--- src/rtl/vmem_lane_sequencer.sv ---
// Vector load/store lane sequencer: serialises a four-lane vector burst onto the
// single-ported data memory. The scalar core has priority, bounded by MAX_WAIT.
module vmem_lane_sequencer #(
    parameter int ADDR_W   = 12,
    parameter int DATA_W   = 32,
    parameter int MAX_WAIT = 3
) (
    input  logic              clk,
    input  logic              rst,
    input  logic              vreq_valid,
    output logic              vreq_ready,
    input  logic              vreq_store,
    input  logic [3:0]        vreq_lane_en,
    input  logic [ADDR_W-1:0] vreq_addr0,
    input  logic [ADDR_W-1:0] vreq_addr1,
    input  logic [ADDR_W-1:0] vreq_addr2,
    input  logic [ADDR_W-1:0] vreq_addr3,
    input  logic [DATA_W-1:0] vreq_wdata0,
    input  logic [DATA_W-1:0] vreq_wdata1,
    input  logic [DATA_W-1:0] vreq_wdata2,
    input  logic [DATA_W-1:0] vreq_wdata3,
    output logic [DATA_W-1:0] vload_data0,
    output logic [DATA_W-1:0] vload_data1,
    output logic [DATA_W-1:0] vload_data2,
    output logic [DATA_W-1:0] vload_data3,
    output logic              vdone,
    input  logic              core_req,
    input  logic [3:0]        core_we,
    input  logic [ADDR_W-1:0] core_addr,
    input  logic [DATA_W-1:0] core_wdata,
    output logic              core_grant,
    output logic              core_stall,
    output logic [DATA_W-1:0] core_rdata,
    output logic [ADDR_W-1:0] mem_addr,
    output logic [3:0]        mem_we,
    output logic [DATA_W-1:0] mem_wdata,
    input  logic [DATA_W-1:0] mem_rdata
);
    localparam int CNT_W = (MAX_WAIT < 1) ? 1 : $clog2(MAX_WAIT + 1);

    typedef enum logic [1:0] {IDLE, ISSUE, DRAIN, DONE} state_t;

    state_t              r_state;
    logic                r_store;
    logic [3:0]          r_lane_en;
    logic [ADDR_W-1:0]   r_addr  [4];
    logic [DATA_W-1:0]   r_wdata [4];
    logic [DATA_W-1:0]   r_vload [4];
    logic [1:0]          r_ptr;
    logic [1:0]          r_cap_lane;
    logic                r_cap_pend;
    logic                r_vdone;
    logic [CNT_W-1:0]    r_starve;

    logic [ADDR_W-1:0]   w_addr_in  [4];
    logic [DATA_W-1:0]   w_wdata_in [4];
    logic [3:0]          w_higher;
    logic                w_last;
    logic                w_core_first;
    logic                w_vec_issue;

    function automatic logic [1:0] lowest_lane(input logic [3:0] m);
        if (m[0])      return 2'd0;
        else if (m[1]) return 2'd1;
        else if (m[2]) return 2'd2;
        else           return 2'd3;
    endfunction

    assign w_addr_in[0]  = vreq_addr0;
    assign w_addr_in[1]  = vreq_addr1;
    assign w_addr_in[2]  = vreq_addr2;
    assign w_addr_in[3]  = vreq_addr3;
    assign w_wdata_in[0] = vreq_wdata0;
    assign w_wdata_in[1] = vreq_wdata1;
    assign w_wdata_in[2] = vreq_wdata2;
    assign w_wdata_in[3] = vreq_wdata3;
    assign vload_data0   = r_vload[0];
    assign vload_data1   = r_vload[1];
    assign vload_data2   = r_vload[2];
    assign vload_data3   = r_vload[3];

    // Enabled lanes strictly above the current pointer decide the next lane and burst end.
    assign w_higher     = r_lane_en & (4'b1110 << r_ptr);
    assign w_last       = (w_higher == 4'b0000);
    assign w_core_first = core_req && (int'(r_starve) < MAX_WAIT);
    assign w_vec_issue  = !rst && (r_state == ISSUE) && !w_core_first;

    assign vreq_ready = !rst && (r_state == IDLE);
    assign core_grant = !rst && core_req && !w_vec_issue;
    assign core_stall = core_req && !core_grant;
    assign core_rdata = mem_rdata;
    assign vdone      = r_vdone;

    always_comb begin
        mem_addr  = core_addr;
        mem_we    = 4'h0;
        mem_wdata = core_wdata;
        if (w_vec_issue) begin
            mem_addr  = r_addr[r_ptr];
            mem_we    = r_store ? 4'hF : 4'h0;
            mem_wdata = r_wdata[r_ptr];
        end else if (core_grant) begin
            mem_we = core_we;
        end
    end

    always_ff @(posedge clk) begin
        if (rst) begin
            r_state    <= IDLE;
            r_store    <= 1'b0;
            r_lane_en  <= 4'h0;
            r_ptr      <= 2'd0;
            r_cap_lane <= 2'd0;
            r_cap_pend <= 1'b0;
            r_vdone    <= 1'b0;
            r_starve   <= '0;
            for (int i = 0; i < 4; i++) begin
                r_vload[i] <= '0;
                r_addr[i]  <= '0;
                r_wdata[i] <= '0;
            end
        end else begin
            r_vdone    <= 1'b0;
            r_cap_pend <= 1'b0;
            // Registered-read memory: data for a lane issued last cycle is on mem_rdata now.
            if (r_cap_pend) r_vload[r_cap_lane] <= mem_rdata;
            case (r_state)
                IDLE: begin
                    if (vreq_valid) begin
                        r_store   <= vreq_store;
                        r_lane_en <= vreq_lane_en;
                        for (int i = 0; i < 4; i++) begin
                            r_addr[i]  <= w_addr_in[i];
                            r_wdata[i] <= w_wdata_in[i];
                            r_vload[i] <= '0;
                        end
                        if (vreq_lane_en == 4'h0) begin
                            r_state <= DONE;
                            r_vdone <= 1'b1;
                        end else begin
                            r_ptr   <= lowest_lane(vreq_lane_en);
                            r_state <= ISSUE;
                        end
                    end
                end
                ISSUE: begin
                    if (w_vec_issue) begin
                        r_starve <= '0;
                        if (!r_store) begin
                            r_cap_pend <= 1'b1;
                            r_cap_lane <= r_ptr;
                        end
                        r_ptr <= lowest_lane(w_higher);
                        if (w_last) begin
                            r_state <= r_store ? DONE : DRAIN;
                            r_vdone <= r_store;
                        end
                    end else begin
                        r_starve <= r_starve + CNT_W'(1);
                    end
                end
                DRAIN: begin
                    r_state <= DONE;
                    r_vdone <= 1'b1;
                end
                default: r_state <= IDLE;
            endcase
        end
    end
endmodule

--- config.mk ---
export PLATFORM = sky130hd
export DESIGN_NAME = vmem_lane_sequencer
export DESIGN_NICKNAME = d
export VERILOG_FILES = /design/src/rtl/vmem_lane_sequencer.sv
export SDC_FILE = /design/constraint.sdc
export NUM_CORES = 1
export LEC_CHECK = 0
export ABC_CLOCK_PERIOD_IN_PS = 14200
export CAP_MARGIN = 20
export CORE_AREA = 2 2 185 187
export DETAILED_ROUTE_END_ITERATION = 6
export DIE_AREA = 0 0 187 189
export PLACE_DENSITY = 0.75
export RECOVER_POWER = 25
export SLEW_MARGIN = 20
export SYNTH_ARGS = -nofsm -noshare
export SYNTH_HDL_FRONTEND = slang
export SYNTH_SLANG_ARGS = --single-unit
export TNS_END_PERCENT = 1
--- constraint.sdc ---
create_clock -name clk -period 14.2 [get_ports clk]
set_clock_uncertainty 0.2 [all_clocks]
set_input_delay 1.42 -clock clk [delete_from_list [all_inputs] [get_ports clk]]
set_output_delay 1.42 -clock clk [all_outputs]
set_load 0.02 [all_outputs]
# Word level (Yosys, flattened, before mapping)
# Memories as Yosys holds them, arrays and structs flattened. A register that Yosys moved wholly into a read port is not among the register bits.
# Index checks and enable logic that the tools add are counted.
[totals]
reg_bits = 15
ramBits = 304
input_bits = 265
output_inout_bits = 212
word_cells = 129
memories = 3
[memory_table]
columns = ["name", "depth", "width", "rd", "rd_ports_with_merged_regs", "wr", "line", "text"]
rows = [
  ["r_vload", 4, 32, 4, 0, 4, "48", "logic [DATA_W-1:0] r_vload [4];"],
  ["r_wdata", 4, 32, 1, 1, 4, "47", "logic [DATA_W-1:0] r_wdata [4];"],
  ["r_addr", 4, 12, 1, 1, 4, "46", "logic [ADDR_W-1:0] r_addr [4];"],
]
[classes]
n_addsub = 1
magnitude_cmp = 1
n_eq_ne = 10
shifts = 1
n_mux = 56
bitwise_logic = 28
n_reduce_logical = 21
[op_table]
columns = ["operator", "count"]
rows = [
  ["two-way mux 32 bit", 10],
  ["two-way mux 12 bit", 5],
  ["two-way mux 2 bit", 17],
  ["OR reduction 32 bit", 1],
  ["two-way mux 1 bit", 18],
  ["two-way mux 4 bit", 3],
  ["bitwise OR 1 bit", 12],
  ["== test 2 bit (second input constant)", 5],
  ["AND 1 bit", 8],
  ["logical NOT 4 bit", 2],
  ["!= test 2 bit (second input constant)", 4],
  ["logical AND 1 bit", 7],
  ["inverter 1 bit", 7],
  ["case mux 2 bit (3 select lines)", 1],
  ["AND reduction 3 bit", 2],
  ["AND 4 bit", 1],
  ["logical NOT 1 bit", 4],
  ["case mux 2 bit (2 select lines)", 1],
  ["AND reduction 4 bit", 1],
  ["left shift 4 x 2 -> 4 bit (first input constant)", 1],
  ["case mux 1 bit (3 select lines)", 1],
  ["OR reduction 3 bit", 1],
  ["adder 2 x 1 -> 2 bit (second input constant)", 1],
  ["== test 2 x 1 -> 1 bit (second input constant)", 1],
  ["other kinds (4)", 4],
]

# Logic depth before layout (Yosys ltp)
# Gate-level depths: netlist of run 1.
[logic_depth]
depth_word = 12
mapped_depth = 9
mapped_depth_nobuf = 7

# Worst setup path after synthesis of run 1
# Ideal clock, no wire load.
[synth_path]
kind = "input to register"
from = "input vreq_valid"
to = "memory r_addr[0][0], enable pin"
setup_time_ns = 0.528
arrival_ns = 5.309
required_ns = 13.472
setup_slack_ns = 8.163
stages = 3
n_path_buf = 1
path_cell_list = "clkbuf_1 > a21oi_1 > inv_1"
[synth_lines]
columns = ["element", "line", "text"]
rows = [
  ["from (decl)", "10", "input logic vreq_valid,"],
  ["to (decl)", "46", ""],
]

# Worst setup path after layout of run 1
[layout_path]
from = "input rst"
to = "output mem_wdata[23]"
[layout_between]
elab_chain_cells = 4
[layout_lines]
columns = ["element", "line", "text"]
rows = [
  ["from (decl)", "9", "input logic rst,"],
  ["logical NOT 1 bit", "86", "assign w_vec_issue = !rst && (r_state == ISSUE) && !w_core_first;"],
  ["logical AND 1 bit (2 in a row)", "86", ""],
  ["two-way mux 32 bit", "98", "if (w_vec_issue) begin"],
  ["to (decl)", "36", "output logic [DATA_W-1:0] mem_wdata,"],
]
# No other way between the ends.

==> results of run 1 <==
==> registers in the layout (all words and copies together) (netlist names), 2 cells and up, named ones only <==
register and flops:
r_vload 128, r_state 2, r_starve 2, r_lane_en 3, r_wdata 128, r_addr 48
r_ptr 2, r_cap_lane 2
==> cells by family after synthesis <==
| kind of cell | count (synthesis) |
|---|---|
| and+or+nand+nor | 352 |
| AOI/OAI and AO/OA | 26 |
| buffers and inverters | 111 |
| DFF | 320 |
| muxes | 90 |
| adders and majority gates | 5 |
==> final timing paths <==
kind               endpoint   startpoint  depth (start not counted)  slack [ns]
max           mem_wdata[23]          rst                          6        8.33
min             r_starve[1]  r_starve[1]                          2        0.28
max reg2reg  r_wdata[3][13]   r_state[0]                          7        9.49
min reg2reg     r_starve[1]  r_starve[1]                          2        0.28
==> power by group through the flow <==
stage / registers (µW) / logic, µW / clock network, µW
after floorplan: 1450 / 435 / 0
after CTS: 1380 / 867 / 875
after detailed placement: 1400 / 862 / 0
after global routing: 1400 / 900 / 909
after global placement: 1390 / 850 / 0
final: 1380 / 850 / 857
==> worst register-to-register path, cell delays in order, from the launching register on <==
cell and delay [ns]:
dfxtp_1 0.34, inv_1 0.09, ha_1 0.32, inv_1 0.12, nor2_1 0.61, clkbuf_1 1.55, buf_4 0.97, and3_1 0.37
==> area by class of cell <==
| cell class | instances | area [µm²] |
|---|---|---|
| Timing Repair Buffer | 490 | 4850 |
| Antenna cell | 3 | 7.51 |
| Inverter | 10 | 42.5 |
| Clock buffer | 51 | 998 |
| Fill cell | 2607 | 13400 |
| Tap cell | 448 | 561 |
| Sequential cell | 320 | 9450 |
| Multi-Input combinational cell | 473 | 3890 |
| Clock inverter | 14 | 75.1 |
==> metal layers <==
metal	wire (µm)	share of wire	vias to the layer above
met5	0	0	-
li1	-	-	4229
met2	20000	0.51	341
met1	15400	0.39	4602
met4	1210	0.031	0
met3	2940	0.074	66
==> placed cells by master (no fill, tap or decap), drive strengths merged, types with 14 or more instances in the layout <==
cell / n
edfxtp: 304
and3: 176
nand2: 14
clkdlybuf4s50: 445
and2: 129
dfxtp: 16
mux4: 44
clkbuf: 56
mux2: 45
dlygate4sd3: 30
==> metrics by stage <==
step	instance area, µm²	hold slack [ns]
floorplan	13900	0.250
global placement	18800	0.259
detailed placement	18800	0.268
CTS	19900	0.277
global route	19900	0.301
finish	19900	0.276
==> results.cfg, run 1 <==
[power_and_ir_drop]
intPower_uw = 2180
power_density_nw_per_um2 = 155
comb_power_share = 0.276
power.net_switching_uw = 903
peakVddDrop_mv = 0.0940
p_leak_uw = 0.00784
power.share.switching = 0.293
p_seq_frac = 0.446
power_uw = 3080
clkPwrFrac = 0.278

[grt]
top_usage_layer = met2
grt_pass1_vias = 9279
grt_usage = 0.215
gr-usage-met2 = 0.365
grtUsageMet3 = 0.0560
use_met1 = 0.268
grt_max_degree = 133
overflow = 0
grt_antenna_before_repair = 3
grt_pass1_wl_mm = 57.6

[routing]
wirelength_mm = 39.6
via_count = 9238
viasPerCell = 5.11
drc_errors = 0
drtIter0Drc = 616
firstDrtPassIters = 5
ant_nets = 0
drt-wirelength-per-cell_um = 21.9

[clocking]
holdBufCountCts = 0
clkTransAtPathRegs_ns = 0.06
cts-htree-levels = 2
clk_latency_ns = 0.50
cts_buffer_depth = 3
clock-sinks = 320
tritoncts = built
cts_root_buffer = clkbuf_16
cts_resized = 0
cts_setup_buffers = 0
numCtsBuffers = 36

[floorplan]
die_w_um = 187
num_io_pins = 477
core_um2 = 33300
rows = 67
initial_core_util = 0.419
die-area_um2 = 35300
die_h_um = 189

[yosys]
synth_async_sr_flop_share = 0
synth_fp_nets = 1174
synthCells = 904
yosysWarnings = 0
ys_seq_area_frac = 0.678
synth_cell_types = 40
yosysTopAreaCell = edfxtp_1
synth_edf_count = 304
syn-cell-area_um2 = 13900
synthMuxAreaShare = 0.108
yosys-top-cells-area = edfxtp_1, and3_1, mux4_2
synth_top_family_by_area = simple AND/OR/NAND/NOR gates
synth_adder_area_share = 0.00449
yosys-top-cells-count = edfxtp_1, and3_1, and2_1
yosys.area_share.simple = 0.156
yosysMostFrequentCell = edfxtp_1
synth_compound_area_frac = 0.0118
synth_xor_area_frac = 0
synth_ff_type = edfxtp_1
syn_area_per_cell_um2 = 15.4
synth_top_area_frac = 0.655
yosys_register_bits = 320

[sta]
fin_setup_tns_ns = 0
max_slew_margin = -0.383
fin_crit_ns = 5.87
max_freq_ghz = 0.170
hold_violations = 0
fin_crit_sh = 0.413
setup_viol = 0
timing.final.ws_setup_ns = 8.33
tightest_slew_ns = 2.07
maxSlewViolCount = 89
rsz0062_at_grt = no

[place]
dp.cells = 1740
dp_hpwl_mm = 27.1
gp_congestion = 0.804
pre_cts_ws_ns = 8.76
portBuffers = 476

[setup_path]
critPathMaxStageDelay_ns = 0.55
crit_type = in2out
worstPathMaxFanout = 44
cp_slowest_cell = buf_4
cp.arrival_ns = 4.25
path_buf_inv = 4
critPathRequiredTime_ns = 12.58
end_kind = primary output
worstSetupStartpointType = input port
path_cells = dlygate4sd3_1 > clkbuf_1 > nor3b_1 > buf_4 > mux2_2 > clkdlybuf4s50_1
crit_family = buffers and inverters

[layout]
stdcell_count = 1809
num-nets-final = 1601
drive_gt1_frac = 0.113
fin_util = 0.597
syn_to_final_growth_pct = 42.6

[job]
drv_cap = 2

[run_status]
violations = capacitance limit, slew limit
status = complete, but fails checks

[min_path]
hold_path_class = reg2reg
Power figures use the tool's default switching activity.
==> inputs of run 2 (changes only) <==
Settings changed: ABC_CLOCK_PERIOD_IN_PS 14200 to 6100.
Clock period 14.2 ns to 6.1 ns, I/O delays scaled along.
==> results.cfg, run 2 (synthesis gave the netlist of run 1 again) <==
[place]
dp.cells = 1739
portBuffers = 476
dp_hpwl_mm = 27.2
place_area_um2 = 18800
gp_congestion = 0.805

[grt]
grt_pass1_vias = 9291
grt_max_degree = 117
overflow = 0
grt_pass1_wl_mm = 58.3
grt_usage = 0.218
grt_antenna_before_repair = 5

[clocking]
tritoncts = built
numCtsBuffers = 36
clk_latency_ns = 0.50
cts_root_buffer = clkbuf_16
clock-sinks = 320
clkTransAtPathRegs_ns = 0.05
holdBufCountCts = 0
cts_setup_buffers = 0
cts_buffer_depth = 3
cts-htree-levels = 2
cts_resized = 0

[layout]
num-nets-final = 1599
drive_gt1_frac = 0.120
stdcell_count = 1805
syn_to_final_growth_pct = 43.2
layout_common_cells = clkdlybuf4s50_1, edfxtp_1, and3_1
final_area_um2 = 20000
layout_commonest_cell = clkdlybuf4s50_1
top_regs = r_vload: 128 flops, r_wdata: 128 flops, r_addr: 48 flops

[power_and_ir_drop]
peakVddDrop_mv = 0.276
power.share.switching = 0.292
clkPwrFrac = 0.289
comb_power_share = 0.268
power.net_switching_uw = 2110
power_density_nw_per_um2 = 363
intPower_uw = 5130
p_leak_uw = 0.00813
p_seq_frac = 0.442

[run_status]
violations = capacitance limit, slew limit
status = complete, but fails checks

[floorplan]
core_um2 = 33300
die-area_um2 = 35300
num_io_pins = 477
die_h_um = 189
rows = 67
die_w_um = 187
initial_core_util = 0.419

[routing]
wirelength_mm = 39.6
dr_wl_met3_mm = 3.07
drc_errors = 0
drtIter0Drc = 621
viasPerCell = 5.12
via_count = 9234
ant_nets = 0
drt-wirelength-per-cell_um = 22.0
wl_met2_mm = 20.3
wl_met1_mm = 15.1
routed.top_layer = met5
firstDrtPassIters = 4

[setup_path]
critPathMaxStageDelay_ns = 1.63
r2r_slack_ns = 2.21
cp.arrival_ns = 4.51
critPathRequiredTime_ns = 6.04
path_cells = clkbuf_1 > a21oi_1 > inv_6 > buf_12
cp_slowest_cell = clkbuf_1
worstPathMaxFanout = 95
worstSetupStartpointType = input port
timing.rr.start = r_state[0]
end_kind = register
ff2ff_path_depth = 7
crit_type = in2reg
r2r_end = r_vload[1][1]

[min_path]
hold_start = r_starve[1]
holdPathEnd = r_starve[1]
min_path_cells = 2
hold_path_class = reg2reg

[sta]
rsz0062_at_grt = no
tightest_slew_ns = 2.35
fin_crit_sh = 0.751
max_freq_ghz = 0.218
maxSlewViolCount = 68
fin_crit_ns = 4.58
max_slew_margin = -0.563
hold_violations = 0
setup_viol = 0
fin_setup_tns_ns = 0

[job]
drv_cap = 2
-- run 2: changes by cell type in the layout (fill, tap and decap cells not counted), sizes merged --
cell and change:
clkbuf -11, bufinv +3, clkinv +5, dlygate4sd3 +100, diode +1, buf -1, clkinvlp -1, clkdlybuf4s50 -100
-- run 2: worst max-delay path, delay by kind of cell --
| kind | cells | cell delay [ns] |
|---|---|---|
| AO/OA/AOI/OAI | 1 | 0.79 |
| buffers and inverters | 3 | 2.95 |
-- run 2: per-stage QoR --
stage | worst slack [ns] | util | power [µW] | hold slack [ns]
6_report | 1.52 | 0.600 | 7240 | 0.286
5_1_grt | 1.11 | 0.600 | 7540 | 0.318
4_1_cts | 1.96 | 0.600 | 7370 | 0.294
3_5_place_dp | 1.96 | 0.566 | 5270 | 0.286
3_3_place_gp | 2.11 | 0.566 | 5210 | 0.262
2_1_floorplan | 0.873 | - | 4390 | 0.250
-- run 2: power by group through the flow --
stage	clock [µW]	sequential, µW	combinational, µW
2_1_floorplan	0	3380	1010
3_5_place_dp	0	3260	2010
5_1_grt	2220	3260	2070
4_1_cts	2140	3220	2020
3_3_place_gp	0	3230	1980
6_report	2090	3200	1940
-- run 2: cell type report --
cell class | count | area, µm²
Inverter | 10 | 42.5
Sequential cell | 320 | 9450
Clock inverter | 21 | 185
Clock buffer | 41 | 941
Tap cell | 448 | 561
Multi-Input combinational cell | 473 | 3920
Antenna cell | 4 | 10.0
Fill cell | 2628 | 13300
Timing Repair Buffer | 488 | 4850
-- run 2: routing by layer --
metal  up-vias  track usage
met1      4582        0.266
met5         -            0
li1       4223            -
met4         2       0.0711
met3        70       0.0601
met2       357        0.375
-- run 2: how the worst max path moves through the flow --
stage / startpoint / to / slack (ns)
floorplan: vreq_valid / r_addr[0][0] / 0.87
global placement: rst / mem_wdata[23] / 2.11
detailed placement: rst / mem_wdata[1] / 1.96
finish: vreq_valid / r_wdata[3][19] / 1.52
CTS: rst / mem_wdata[1] / 1.96
global route: vreq_valid / r_wdata[0][28] / 1.11
==> inputs of run 3 (changes only) <==
Settings changed: ABC_CLOCK_PERIOD_IN_PS 6100 to 3700, CORE_AREA 2 2 185 187 to default, CORE_UTILIZATION from default to 41, DIE_AREA 0 0 187 189 to default, PLACE_DENSITY 0.75 to 0.76.
Clock period 6.1 ns to 3.7 ns, I/O delays scaled along.
==> results.cfg, run 3 (synthesis gave the netlist of run 1 again) <==
[clocking]
tritoncts = built
clk_latency_ns = 0.49
cts_buffer_depth = 3
clock-sinks = 320
numCtsBuffers = 35
cts_root_buffer = clkbuf_16
cts-htree-levels = 2
clkTransAtPathRegs_ns = 0.05

[grt]
overflow = 0
grt_pass1_wl_mm = 58.2
grt_max_degree = 178
grt_antenna_before_repair = 3
grt_pass1_vias = 9322
grt_usage = 0.220

[power_and_ir_drop]
p_leak_uw = 0.00818
power.net_switching_uw = 3460
p_seq_frac = 0.435
clkPwrFrac = 0.282
intPower_uw = 8500
peakVddDrop_mv = 0.379
comb_power_share = 0.283
power.share.switching = 0.289
power_density_nw_per_um2 = 595

[routing]
drtIter0Drc = 649
firstDrtPassIters = 5
wirelength_mm = 39.1
drc_errors = 0
ant_nets = 0
viasPerCell = 5.17
drt-wirelength-per-cell_um = 21.5
via_count = 9374

[sta]
fin_crit_sh = 0.919
hold-worst-slack_ns = 0.161
maxSlewViolCount = 178
tightest_slew_ns = 1.61
max_slew_margin = -0.0709
max_freq_ghz = 0.294
fin_crit_ns = 3.40
hold_violations = 0
timing.final.ws_setup_ns = 0.299
rsz0062_at_grt = no
setup_viol = 0

[layout]
num-nets-final = 1608
drive_gt1_frac = 0.122
final_area_um2 = 20100
syn_to_final_growth_pct = 44.3
layout_commonest_cell = clkdlybuf4s50_1
layout_common_cells = clkdlybuf4s50_1, edfxtp_1, and3_1
top_regs = r_vload: 128 flops, r_wdata: 128 flops, r_addr: 48 flops
fin_util = 0.600

[min_path]
hold_start = vreq_valid
holdPathEnd = r_lane_en[1]
min_path_cells = 3
hold_path_class = in2reg

[floorplan]
rows = 67
die-area_um2 = 34700
die_w_um = 186
core_um2 = 33500
die_h_um = 186
initial_core_util = 0.416
num_io_pins = 477

[job]
drv_cap = 1

[place]
dp_hpwl_mm = 27.2
pre_cts_ws_ns = 0.643
portBuffers = 476
place_area_um2 = 19100
gp_congestion = 0.827

[setup_path]
cp_slowest_cell = clkdlybuf4s50_1
r2r_slack_ns = 0.54
path_cells = inv_1 > ha_2 > nor3b_2 > buf_12 > mux2_2 > clkdlybuf4s50_1
ff2ff_path_depth = 8
r2r_end = r_lane_en[3]
crit_type = reg2out
critPathMaxStageDelay_ns = 0.55
cp.arrival_ns = 2.83
end_kind = primary output
timing.rr.start = r_state[1]
worstPathMaxFanout = 45
worstSetupStartpointType = register
critPathRequiredTime_ns = 3.13

[run_status]
violations = capacitance limit, slew limit
status = complete, but fails checks
-- run 3: critical path, delay by kind of cell, from the launching register on --
family,cells,cell delay [ns]
and+or+nand+nor,1,0.31
DFF,1,0.34
buffers and inverters,3,0.91
muxes,1,0.38
adders and majority gates,1,0.32
-- run 3: worst max-delay path by stage --
stage	slack (ns)	from	endpoint
finish	0.30	r_state[1]	mem_wdata[23]
CTS	0.16	r_state[1]	mem_wdata[23]
floorplan	-0.43	r_state[1]	r_addr[0][0]
global route	0.18	r_state[1]	mem_wdata[23]
global placement	0.71	core_req	mem_wdata[23]
detailed placement	0.64	core_req	mem_wdata[23]
-- run 3: power groups by stage --
stage	Combinational (µW)	Clock (µW)	Sequential, µW
3_5_place_dp	3530	0	5300
4_1_cts	3540	3430	5230
6_report	3390	3370	5200
3_3_place_gp	3480	0	5260
5_1_grt	3590	3570	5280
2_1_floorplan	1710	0	5550
-- run 3: area by class of cell --
class | count | area, µm²
Clock buffer | 48 | 977
Timing Repair Buffer | 498 | 5040
Tap cell | 448 | 561
Antenna cell | 2 | 5.00
Clock inverter | 15 | 120
Sequential cell | 320 | 9460
Inverter | 10 | 41.3
Multi-Input combinational cell | 473 | 3910
Fill cell | 2570 | 13400
-- run 3: through the flow --
stage	TNS (ns)	power (µW)	cells
detailed placement	0	8830	1749
global route	0	12400	1814
CTS	0	12200	1812
floorplan	-76.45	7250	904
finish	0	12000	1814
global placement	0	8730	1749
-- run 3: layer usage --
| layer | track usage | up-vias | share of wire |
|---|---|---|---|
| met5 | 0 | - | 0 |
| met4 | 0.0668 | 0 | 0.025 |
| met3 | 0.0500 | 66 | 0.069 |
| met2 | 0.379 | 400 | 0.51 |
| met1 | 0.276 | 4674 | 0.39 |
| li1 | - | 4234 | - |
-- run 3: what timing repair did --
| action | CTS | global route |
|---|---|---|
| resized for setup | 0 | 1 |
| hold buffers | 0 | 0 |
| hold endpoints to repair | 0 | 0 |
| buffers inserted | 0 | 0 |
| setup endpoints to repair | 0 | 2 |
